## src/rtl/rom_rd_pkg.sv

```systemverilog
// Shared defaults and FSM encoding for the ROM burst reader.
package rom_rd_pkg;

  localparam int DEF_ADDR_W   = 4;
  localparam int DEF_DATA_W   = 8;
  localparam int DEF_ROM_LAT  = 3;
  localparam int DEF_FIFO_DEP = 4;

  typedef enum logic [1:0] {
    IDLE  = 2'd0,
    ISSUE = 2'd1,
    DRAIN = 2'd2,
    DONE  = 2'd3
  } state_t;

endpackage

```

## src/rtl/rom_rd_fifo.sv

```systemverilog
// Synchronous show-ahead FIFO: head word is always visible on dout.
// DEPTH must be a power of two so the pointers wrap naturally.
module rom_rd_fifo #(
  parameter int DEPTH = 4,
  parameter int WIDTH = 8
) (
  input  logic                       clk,
  input  logic                       rst,
  input  logic                       push,
  input  logic [WIDTH-1:0]           din,
  input  logic                       pop,
  output logic [WIDTH-1:0]           dout,
  output logic [$clog2(DEPTH):0]     count,
  output logic                       empty
);

  localparam int AW = $clog2(DEPTH);

  logic [WIDTH-1:0] mem [DEPTH];
  logic [AW-1:0]    wr_ptr;
  logic [AW-1:0]    rd_ptr;
  logic [AW:0]      cnt;
  logic             full;
  logic             pop_ok;

  assign empty  = (cnt == '0);
  assign full   = (cnt == (AW+1)'(DEPTH));
  assign pop_ok = pop && !empty;
  assign dout   = mem[rd_ptr];
  assign count  = cnt;

  // Storage, pointers and occupancy; push+pop together leaves occupancy unchanged.
  always_ff @(posedge clk or posedge rst) begin
    if (rst) begin
      wr_ptr <= '0;
      rd_ptr <= '0;
      cnt    <= '0;
      for (int i = 0; i < DEPTH; i++) mem[i] <= '0;
    end else begin
      if (push) begin
        mem[wr_ptr] <= din;
        wr_ptr      <= wr_ptr + AW'(1);
      end
      if (pop_ok) rd_ptr <= rd_ptr + AW'(1);
      case ({push, pop_ok})
        2'b10:   cnt <= cnt + (AW+1)'(1);
        2'b01:   cnt <= cnt - (AW+1)'(1);
        default: cnt <= cnt;
      endcase
    end
  end

  // A push into a full FIFO without a matching pop means the credit accounting upstream is broken.
  assert property (@(posedge clk) disable iff (rst) !(push && full && !pop_ok))
    else $error("rom_rd_fifo: push while full");

endmodule

```

## src/rtl/rom_reader.sv

```systemverilog
// Burst read initiator for a pipelined ROM: issues one address per cycle under
// a credit limit, tracks the fixed read latency with a valid shift register and
// streams the returned bytes in order through a show-ahead FIFO.
// Optional running checksum of delivered bytes: define ROM_RD_CHECKSUM_EN.
module rom_reader
  import rom_rd_pkg::*;
#(
  parameter int ADDR_W   = DEF_ADDR_W,
  parameter int DATA_W   = DEF_DATA_W,
  parameter int ROM_LAT  = DEF_ROM_LAT,
  parameter int FIFO_DEP = DEF_FIFO_DEP
) (
  input  logic              clk,
  input  logic              rst,
  input  logic              start,
  input  logic [ADDR_W-1:0] base,
  input  logic [ADDR_W:0]   len,
  output logic              busy,
  output logic              done,
  output logic [ADDR_W-1:0] rom_addr,
  input  logic [DATA_W-1:0] rom_dout,
  output logic              m_valid,
  output logic [DATA_W-1:0] m_data,
  input  logic              m_ready,
  output logic [DATA_W-1:0] csum
);

  localparam int CNT_W  = $clog2(FIFO_DEP) + 1;
  localparam int IF_W   = $clog2(ROM_LAT + 2);
  localparam int CRED_W = $clog2(FIFO_DEP + ROM_LAT + 2) + 1;

  state_t              state_q, state_d;
  logic [ADDR_W-1:0]   cur_q;
  logic [ADDR_W:0]     rem_q;
  // vld_p[0] lines up with rom_addr, vld_p[ROM_LAT] lines up with rom_dout
  logic [ROM_LAT:0]    vld_p;
  logic [IF_W-1:0]     inflight;
  logic [CNT_W-1:0]    fifo_cnt;
  logic                fifo_empty;
  logic                push, pop, issue, accept, credit_ok;

  assign push    = vld_p[ROM_LAT];
  assign m_valid = !fifo_empty;
  assign pop     = m_valid && m_ready;

  // Number of issued reads whose data has not yet landed in the FIFO.
  always_comb begin
    inflight = '0;
    for (int i = 0; i <= ROM_LAT; i++) inflight = inflight + IF_W'(vld_p[i]);
  end

  // A slot freed by this cycle's pop is usable immediately, so a streaming
  // consumer sees one byte per cycle once the pipeline has filled.
  assign credit_ok = (CRED_W'(fifo_cnt) + CRED_W'(inflight)) < (CRED_W'(FIFO_DEP) + CRED_W'(pop));

  // FSM state register.
  always_ff @(posedge clk or posedge rst) begin
    if (rst) state_q <= IDLE;
    else     state_q <= state_d;
  end

  // Next-state and control outputs.
  always_comb begin
    state_d = state_q;
    issue   = 1'b0;
    accept  = 1'b0;
    busy    = 1'b1;
    done    = 1'b0;
    case (state_q)
      IDLE: begin
        busy = 1'b0;
        if (start) begin
          accept  = 1'b1;
          state_d = (len == '0) ? DONE : ISSUE;
        end
      end
      ISSUE: begin
        issue = credit_ok;
        if (credit_ok && rem_q == (ADDR_W+1)'(1)) state_d = DRAIN;
      end
      DRAIN: begin
        if (fifo_empty && inflight == '0) state_d = DONE;
      end
      DONE: begin
        done    = 1'b1;
        state_d = IDLE;
      end
      default: state_d = IDLE;
    endcase
  end

  // Address counter, remaining count, registered ROM address and latency tracker.
  always_ff @(posedge clk or posedge rst) begin
    if (rst) begin
      cur_q    <= '0;
      rem_q    <= '0;
      rom_addr <= '0;
      vld_p    <= '0;
    end else begin
      if (accept) begin
        cur_q <= base;
        rem_q <= len;
      end else if (issue) begin
        rom_addr <= cur_q;
        cur_q    <= cur_q + ADDR_W'(1);
        rem_q    <= rem_q - (ADDR_W+1)'(1);
      end
      vld_p <= {vld_p[ROM_LAT-1:0], issue};
    end
  end

  rom_rd_fifo #(
    .DEPTH (FIFO_DEP),
    .WIDTH (DATA_W)
  ) u_fifo (
    .clk   (clk),
    .rst   (rst),
    .push  (push),
    .din   (rom_dout),
    .pop   (pop),
    .dout  (m_data),
    .count (fifo_cnt),
    .empty (fifo_empty)
  );

`ifdef ROM_RD_CHECKSUM_EN
  function automatic logic [DATA_W-1:0] csum_add(input logic [DATA_W-1:0] acc,
                                                 input logic [DATA_W-1:0] b);
    return acc + b;
  endfunction

  logic [DATA_W-1:0] csum_q;

  // Running modular sum of delivered bytes, restarted by each accepted request.
  always_ff @(posedge clk or posedge rst) begin
    if (rst)         csum_q <= '0;
    else if (accept) csum_q <= '0;
    else if (pop)    csum_q <= csum_add(csum_q, m_data);
  end

  assign csum = csum_q;
`else
  assign csum = '0;
`endif

endmodule

```

## config.mk

```make
export PLATFORM = sky130hd
export DESIGN_NAME = rom_reader
export DESIGN_NICKNAME = d
export VERILOG_FILES = /design/src/rtl/rom_rd_pkg.sv /design/src/rtl/rom_rd_fifo.sv /design/src/rtl/rom_reader.sv
export SDC_FILE = /design/constraint.sdc
export NUM_CORES = 1
export LEC_CHECK = 0
export CAP_MARGIN = 10
export CORE_MARGIN = 5
export CORE_UTILIZATION = 49
export CTS_CLUSTER_SIZE = 12
export DETAILED_ROUTE_END_ITERATION = 7
export PLACE_DENSITY_LB_ADDON = 0.08
export SETUP_SLACK_MARGIN = 0.15
export SLEW_MARGIN = 5
export SYNTH_ARGS = -nofsm -noshare
export SYNTH_HDL_FRONTEND = slang
export SYNTH_SLANG_ARGS = --single-unit
```

## constraint.sdc

```tcl
create_clock -name clk -period 3.22 [get_ports clk]
set_clock_uncertainty 0.05 [all_clocks]
set_input_delay 0.644 -clock clk [delete_from_list [all_inputs] [get_ports clk]]
set_output_delay 0.644 -clock clk [all_outputs]
set_load 0.005 [all_outputs]
```

# Yosys cells after proc, flatten, opt, wreduce, memory -nomap -nowiden
# Cells that the tools add are included.
word_totals:
  out_inout_bits: 23
  regBits: 58
classes:
  n_addsub: 11
  n_eq_ne: 9
  bitwise: 3
  n_lt_le_gt_ge: 4
  n_reduce_logical: 14
  n_mux: 21
ops:
  columns: ["op", "n"]
  rows:
  - ["32-bit bitwise mux", 1]
  - ["8-bit two-way mux", 3]
  - ["8-bit binary-select mux with 2-bit select", 1]
  - ["8-bit demux with 2-bit select", 1]
  - ["5-bit two-way mux", 2]
  - ["2-bit two-way mux", 4]
  - ["4-bit two-way mux", 2]
  - ["2-bit one-hot mux with 4 select lines", 1]
  - ["2-bit equality test (second input constant)", 3]
  - ["3-bit >= comparator (second input constant)", 2]
  - ["3-bit zero test", 2]
  - ["2-bit inequality test (second input constant)", 3]
  - ["2-bit inverter with 3-bit output", 2]
  - ["3-bit one-hot mux with 2 select lines", 1]
  - ["5-bit by 1-bit equality test with 1-bit output (second input constant)", 1]
  - ["1-bit logical AND", 5]
  - ["5-bit zero test", 1]
  - ["1-bit two-way mux", 5]
  - ["5-bit by 1-bit subtractor with 5-bit output (second input constant)", 1]
  - ["2-bit by 1-bit adder with 2-bit output (second input constant)", 2]
  - ["3-bit by 1-bit adder with 4-bit output (first input constant)", 1]
  - ["3-bit by 3-bit adder with 4-bit output", 1]
  - ["4-bit by 1-bit adder with 4-bit output (second input constant)", 1]
  - ["2-bit by 1-bit equality test with 1-bit output (second input constant)", 2]
  - ["13 further kinds", 14]

# Logic depth before layout (Yosys ltp)
# Gate-level depths: netlist (run 1).
depth:
  depth_word: 8
  ltp_mapped: 14

# By module
# Synthesis (run 1) repeated with hierarchy kept, for this count alone.
unflattened:
  hier_cells: 240
  hier_area_um2: 3012.9
modules_own_cells:
  columns: ["module", "cells_per_inst", "area_per_inst_um2", "instances"]
  rows:
  - ["rom_rd_fifo", 112, 1766.7, 1]
  - ["rom_reader", 128, 1246.2, 1]

# Worst setup path after synthesis (run 1)
# Ideal clock, no wire load.
synth_path:
  kind: "reg2reg"
  startpoint: "register vld_p[3]"
  endpoint: "register rom_addr[0]"
  stages_incl_launch_ff: 15
  synth_period_minus_slack_ns: 3.261
  t_arrival_ns: 3.086
  setup_slack_ns: -0.041
  n_path_buf: 2
  setup_time_ns: 0.125
  cell_sequence: "dfrtp_1 > clkbuf_1 > inv_1 > fa_1 > inv_1 > ha_1 > ha_1 > inv_1 > fa_1 > nand2b_1 > o21ai_4 > and2_4 > buf_8 > nand2_4 > mux2_4"
synth_between:
  elab_chain_len: 5
synth_rtl:
  columns: ["item", "line", "text"]
  rows:
  - ["start, declared", "rom_reader.sv:36", "logic [ROM_LAT:0] vld_p;"]
  - ["start signal, assigned", "rom_reader.sv:108", "vld_p <= {vld_p[ROM_LAT-1:0], issue};"]
  - ["3-bit by 1-bit adder with 3-bit output", "rom_reader.sv:49", "for (int i = 0; i <= ROM_LAT; i++) inflight = inflight + IF_W'(vld_p[i]);"]
  - ["3-bit by 3-bit adder with 4-bit output", "rom_reader.sv:54", "assign credit_ok = (CRED_W'(fifo_cnt) + CRED_W'(inflight)) < (CRED_W'(FIFO_DEP) + CRED_W'(pop));"]
  - ["4-bit less-than comparator", "rom_reader.sv:54", null]
  - ["1-bit two-way mux", "rom_reader.sv:69", "case (state_q)"]
  - ["net issue", "rom_reader.sv:40", "logic push, pop, issue, accept, credit_ok;"]
  - ["2-bit AND reduction (no source line)", null, null]
  - ["end signal, assigned", "rom_reader.sv:104", "rom_addr <= cur_q;"]
  - ["end, declared", "rom_reader.sv:20", "output logic [ADDR_W-1:0] rom_addr,"]
# The timed path passes the listed nets, and every way through them passes these cells.
# A chain may end at the register's enable or synchronous reset.

# Worst setup path after layout (run 1)
layout_path:
  startpoint: "register vld_p[3]"
  endpoint: "register rom_addr[3]"
layout_between:
  elab_chain_len: 5
layout_rtl:
  columns: ["item", "line"]
  rows:
  - ["3-bit by 1-bit adder with 3-bit output", "rom_reader.sv:49"]
  - ["3-bit by 3-bit adder with 4-bit output", "rom_reader.sv:54"]
  - ["4-bit less-than comparator", "rom_reader.sv:54"]
  - ["1-bit two-way mux", "rom_reader.sv:69"]
  - ["2-bit AND reduction (no source line)", null]
# Every way passes these cells.

==> results.ini, run 1 <==
[synthesis]
synth-seq-cells=58
yosysWarnings=0
synth.avg_cell_area_um2=13.2
yosysSeqAreaShare_pct=48.1
syn_inst=229
synth_area_um2=3020
ys_types=37

[route]
drc=0
drtIter0Drc=43
final_antenna_net_count=0
totalWireLength_um=5320
first_pass_iters=4
wire_per_inst_um=15.0
num_vias=1778
via_per_inst=5.02

[pwr]
switchingPower_mw=1.36
intPower_mw=2.90
p_comb_share_pct=46.0
power_density_nw_per_um2=1130
seq_power_share_pct=32.8
swShare_pct=31.9
vdd_drop_max_uv=482
p_clk_share_pct=21.2
leakagePower_nw=1.65

[cells_and_area]
final_area_um2=3770
nets=316
mostFrequentLayoutCells=dfrtp_1 (58), clkdlybuf4s50_1 (35), mux2_2 (34)
antenna_cells=0
fillerInstances=498
layout_commonest_cell=dfrtp_1
syn_to_final_growth_pct=24.9
drive_above_1_share_pct=30.1

[sta]
worstMarginPinSlew_ps=606
finalCriticalPeriod_ps=2990
setup-tns-final_ps=0
drv_slew=0
clock.fmax_ghz=0.334
min_period_over_period_pct=93.0
setup_slack_ps=225
hold_viol=0
slew_headroom_pct=59.6
setup_viol=0
rsz0062_at_grt=true

[floorplanning]
fp.dieW_um=88.5
rows=28
initial_core_util_pct=50.7
pin_count=44
core_area_um2=5960
dieArea_um2=7830
die_h_um=88.5

[critical_path]
required_ps=3390
reg2reg_depth=12
rrSetupSlack_ps=230
slowest_stage=fa_1
cp.arrival_ps=3170
reg2reg_to=rom_addr[3]
regToRegStartpoint=vld_p[3]
cp_cell_sequence=inv_4, fa_1, inv_2, ha_4, ha_4, inv_2, fa_1, nand2b_1, o21ai_4, and2_4, nand2_8, mux2_4
cpPeakStageDelay_ps=510
worstSetupPathType=reg2reg
cp_max_fo=6
cp-end-kind=flop
critPathLaunchType=flop

[clock_network]
cts_tree=yes
root_buffer=clkbuf_8
cts_max_level=3
numCtsBuffers=9
cts_hold_buf=0
clock_sinks=58
clock_path_buffers=2
clkTransAtPathRegs_ps=60
worstSkewPairLatency_ps=340

[global_route]
antenna_found_initial=0
grt_pass1_vias=1830
grt_pass1_wl_um=8810
grt_overflow=0
grt_max_degree=33
grt_usage_pct=15.3

[status]
outcome=completed

[placed_design]
place_ws_ps=216
globalplace.congestion=0.727
dpl.hpwl_um=3730
dpl_cell_area_um2=3480
io_buffers=35

[run]
cap_violations=0

[min_path]
min_path_cells=0
hold_class=reg2reg
hp-start=vld_p[0]
holdPathEnd=vld_p[1]

cells by family after synthesis:
logic type	count (synthesis)	synth area share, %
DFF	58	48.1
muxes	50	22.0
and+or+nand+nor	34	5.81
buffers and inverters	32	5.39
adders and majority gates	21	9.46
AOI/OAI and AO/OA	19	5.06
xor gates and xnor gates	14	4.06
other	1	0.124
worst max path at each step:
stage             endpoint  slack, ps  startpoint  cells after the start
2_1_floorplan  rom_addr[0]        140    vld_p[3]                     14
3_3_place_gp   rom_addr[2]        270    vld_p[0]                     12
3_5_place_dp   rom_addr[0]        220    vld_p[3]                     12
4_1_cts        rom_addr[3]        190    vld_p[3]                     12
5_1_grt        rom_addr[3]        140    vld_p[1]                     12
6_report       rom_addr[3]        230    vld_p[3]                     12
layer usage:
layer	part of all wire [%]	global-route usage [%]
met1	44	18.9
met2	49	24.3
met3	4.2	3.63
met4	2.0	8.93
met5	0	0
synth_stat cells:
library cell / count / area, um2
inv_1: 19 / 71.3
xnor2_1: 6 / 52.6
nand2_4: 1 / 11.3
o41ai_2: 1 / 16.3
nand2b_1: 2 / 12.5
a21oi_4: 1 / 16.3
ha_1: 18 / 225
and2_4: 1 / 8.76
a21oi_2: 1 / 8.76
mux2i_1: 4 / 40.0
fa_1: 3 / 60.1
nand4_1: 2 / 12.5
mux4_2: 8 / 180
buf_1: 1 / 3.75
clkbuf_1: 2 / 7.51
or3_4: 1 / 11.3
o31ai_4: 1 / 21.3
dfrtp_1: 58 / 1450
o21ai_4: 1 / 16.3
buf_8: 1 / 15.0
nand3_1: 4 / 20.0
nor3_1: 2 / 10.0
mux2_2: 34 / 383
nand2_2: 1 / 6.26
nor2b_1: 2 / 12.5
a31oi_1: 1 / 6.26
xor2_1: 8 / 70.1
buf_2: 1 / 5.00
nand2_1: 6 / 22.5
a21o_1: 1 / 7.51
buf_4: 8 / 60.1
o21ai_0: 2 / 10.0
conb_1: 1 / 3.75
nor2_1: 11 / 41.3
a21oi_1: 10 / 50.1
and3_1: 1 / 6.26
mux2_4: 4 / 60.1
worst max-delay path: cells and delay by family (launching register included):
family	cells	cell delay [ps]
buffers and inverters	3	140
AO/OA/AOI/OAI	1	150
AND/OR/NAND/NOR	3	410
flip-flops	1	390
multiplexers	1	310
adder cells (fa/ha/maj)	4	1440
power by group through the flow:
stage / Clock, mW / Sequential, mW / Combinational (mW)
floorplan: 0 / 1.29 / 1.48
global placement: 0 / 1.41 / 1.90
detailed placement: 0 / 1.41 / 1.94
CTS: 0.927 / 1.40 / 1.95
global route: 0.961 / 1.46 / 2.17
finish: 0.905 / 1.40 / 1.96
registers in the layout, indices dropped and copies added, names as in the netlist:
| signal | flops |
|---|---|
| u_fifo.mem | 32 |
| rem_q | 5 |
| cur_q | 4 |
| rom_addr | 4 |
| vld_p | 4 |
| u_fifo.count | 3 |
| state_q | 2 |
| u_fifo.rd_ptr | 2 |
| u_fifo.wr_ptr | 2 |
layout make-up:
cell class	instances	area [um2]	share of cell area [%]
inverter	19	73.8	1.96
timing repair buffer	40	400	10.6
clock inverter	5	125	3.32
sequential	58	1450	38.5
tap	75	93.8	2.49
multi-input combinational	146	1480	39.3
clock buffer	11	141	3.75
what timing repair did:
| action | CTS | global route |
|---|---|---|
| endpoints found under the setup margin | 0 | 6 |
| buffers inserted | 0 | 2 |
| resized for setup | 0 | 2 |
through the flow:
step           util, %  cells  hold WS (ps)  power (mW)
6_report          63.3    354           324        4.26
5_1_grt           63.3    354           346        4.59
4_1_cts           62.9    352           326        4.28
3_5_place_dp      58.4    336           311        3.35
3_3_place_gp      58.4    336           313        3.30
2_1_floorplan        -    236           304        2.77
Power figures use the tool's default switching activity.
==> run 2, diff against run 1 <==
Settings changed: CORE_UTILIZATION 49 to 51, CTS_BUF_LIST from default to sky130_fd_sc_hd__clkbuf_4 sky130_fd_sc_hd__clkbuf_8.
==> run 2 against run 1 <==
  * Hold slack better by 12 ps
  * Design area down 1.2%
  * Fmax shrank 0.19%
  * Sequential share of layout area grew 0.45 points
  * Via count down 0.62%
  * Critical path type unchanged
==> results.ini, run 2 (synthesis results as in run 1) <==
[critical_path]
regToRegStartpoint=vld_p[0]
critPathLaunchType=flop
reg2reg_depth=12  ; unchanged
cp.arrival_ps=3160  ; about the same
cp_max_fo=6  ; unchanged
cp-end-kind=flop
required_ps=3380  ; about the same
reg2reg_to=rom_addr[2]
rrSetupSlack_ps=220  ; about the same
worstSetupPathType=reg2reg

[sta]
fin_hold_ws_ps=336  ; +12.2 ps
worstMarginPinSlew_ps=579  ; -26.6 ps
setup_viol=0  ; unchanged
slew_headroom_pct=61.4  ; +1.8 points
drv_slew=0  ; unchanged
rsz0062_at_grt=true
setup-tns-final_ps=0  ; unchanged
finalCriticalPeriod_ps=3000  ; +5.67 ps
setup_slack_ps=219  ; -5.67 ps
clock.fmax_ghz=0.333  ; -0.19%
min_period_over_period_pct=93.2  ; +0.18 points
hold_viol=0  ; unchanged

[cells_and_area]
final_core_util_pct=63.7  ; +0.39 points
final_area_um2=3720  ; -1.2%
reg_top3=u_fifo.mem: 32 flops, rem_q: 5 flops
layout_commonest_cell=dfrtp_1
nets=314  ; -0.63%
syn_to_final_growth_pct=23.5
drive_above_1_share_pct=30.0  ; -0.14 points
mostFrequentLayoutCells=dfrtp_1 (58), clkdlybuf4s50_1 (35), mux2_2 (34)
fin_cells=352  ; -0.56%
fillerInstances=457  ; -8.2%
antenna_cells=0  ; unchanged
regMostFlops=u_fifo.mem
largest_reg_flops=32  ; unchanged

[global_route]
grt_pass1_vias=1936  ; +5.8%
grt_overflow=0  ; unchanged
grt_max_degree=59  ; +79%
grt_usage_pct=16.1  ; +0.84 points
antenna_found_initial=0  ; unchanged
grt_pass1_wl_um=9150  ; +3.8%

[clock_network]
root_buffer=clkbuf_8
clock_sinks=58  ; unchanged
numCtsBuffers=9  ; unchanged
clkTransAtPathRegs_ps=60  ; about the same
worstSkewPairLatency_ps=330  ; about the same
cts_tree=yes
post_cts_buffers=0  ; unchanged
cts_max_level=3  ; unchanged
clock_path_buffers=2  ; unchanged

[route]
first_pass_iters=3  ; -1
wire_per_inst_um=14.8  ; -1.4%
totalWireLength_um=5220  ; -2.0%
drc=0  ; unchanged
drtIter0Drc=52  ; +21%
num_vias=1767  ; -0.62%
final_antenna_net_count=0  ; unchanged
via_per_inst=5.02  ; about the same

[min_path]
hold_class=reg2reg
hp-start=vld_p[1]
holdPathEnd=vld_p[2]
min_path_cells=0  ; unchanged

[pwr]
vdd_drop_max_uv=500  ; +3.9%
finalPower_mw=4.10  ; -3.7%
power_density_nw_per_um2=1100  ; -2.6%
leakagePower_nw=1.62  ; -1.5%

[status]
outcome=completed

[floorplanning]
fp.dieW_um=86.9  ; -1.8%
die_h_um=86.9  ; -1.8%
dieArea_um2=7550  ; -3.5%
pin_count=44  ; unchanged
initial_core_util_pct=51.6  ; +0.91 points
rows=28  ; unchanged
core_area_um2=5850  ; -1.8%

[run]
cap_violations=0  ; unchanged

[placed_design]
globalplace.congestion=0.672  ; -7.5%
dpl.hpwl_um=3630  ; -2.7%
place_ws_ps=226  ; +9.89 ps
dp.cells=336  ; unchanged
io_buffers=35  ; unchanged
dpl_cell_area_um2=3480  ; unchanged

[run 2: layout make-up]
cell class / count / area (um2) / share of cell area, %
sequential: 58 / 1450 / 39.0
multi-input combinational: 146 / 1480 / 39.8
clock buffer: 12 / 165 / 4.43
clock inverter: 4 / 72.6 / 1.95
timing repair buffer: 38 / 385 / 10.3
inverter: 19 / 73.8 / 1.98
tap: 75 / 93.8 / 2.52
[run 2: repair_timing]
| action | 4_1_cts | 5_1_grt |
|---|---|---|
| gates resized for setup | 0 | 2 |
| endpoints found under the hold margin | 0 | 0 |
| hold buffers | 0 | 0 |
| endpoints found under the setup margin | 0 | 13 |
[run 2: routing by layer]
layer  part of all wire, %  wire (um)  up-vias  track usage [%]
met5                     0          0        -                0
met4                   1.7         88        0             5.95
met3                   4.8        251        7             5.58
met2                    50       2620       30             26.2
met1                    43       2260      867             19.9
li1                      -          -      863                -
[run 2: report_power, final]
group	total [mW]	switching, mW	internal, mW
logic	1.92	0.753	1.17
registers	1.40	0.293	1.10
clock network	0.790	0.292	0.498
[run 2: how the worst max path moves through the flow]
stage,slack (ps),cells past startpoint,from,endpoint
global route,100,12,vld_p[0],rom_addr[2]
finish,220,12,vld_p[0],rom_addr[2]
detailed placement,230,12,vld_p[0],rom_addr[1]
floorplan,140,14,vld_p[3],rom_addr[0]
global placement,260,12,vld_p[0],rom_addr[0]
CTS,160,12,vld_p[3],rom_addr[2]
[run 2: worst max-delay path: stages (launching register included)]
cell and delay, ps:
dfrtp_1 350, inv_2 40, fa_1 560, inv_2 50, ha_4 150, ha_4 280
inv_2 40, fa_1 500, nand2b_1 90, o21ai_4 150, and2_4 240, nand2_8 80
mux2_4 310
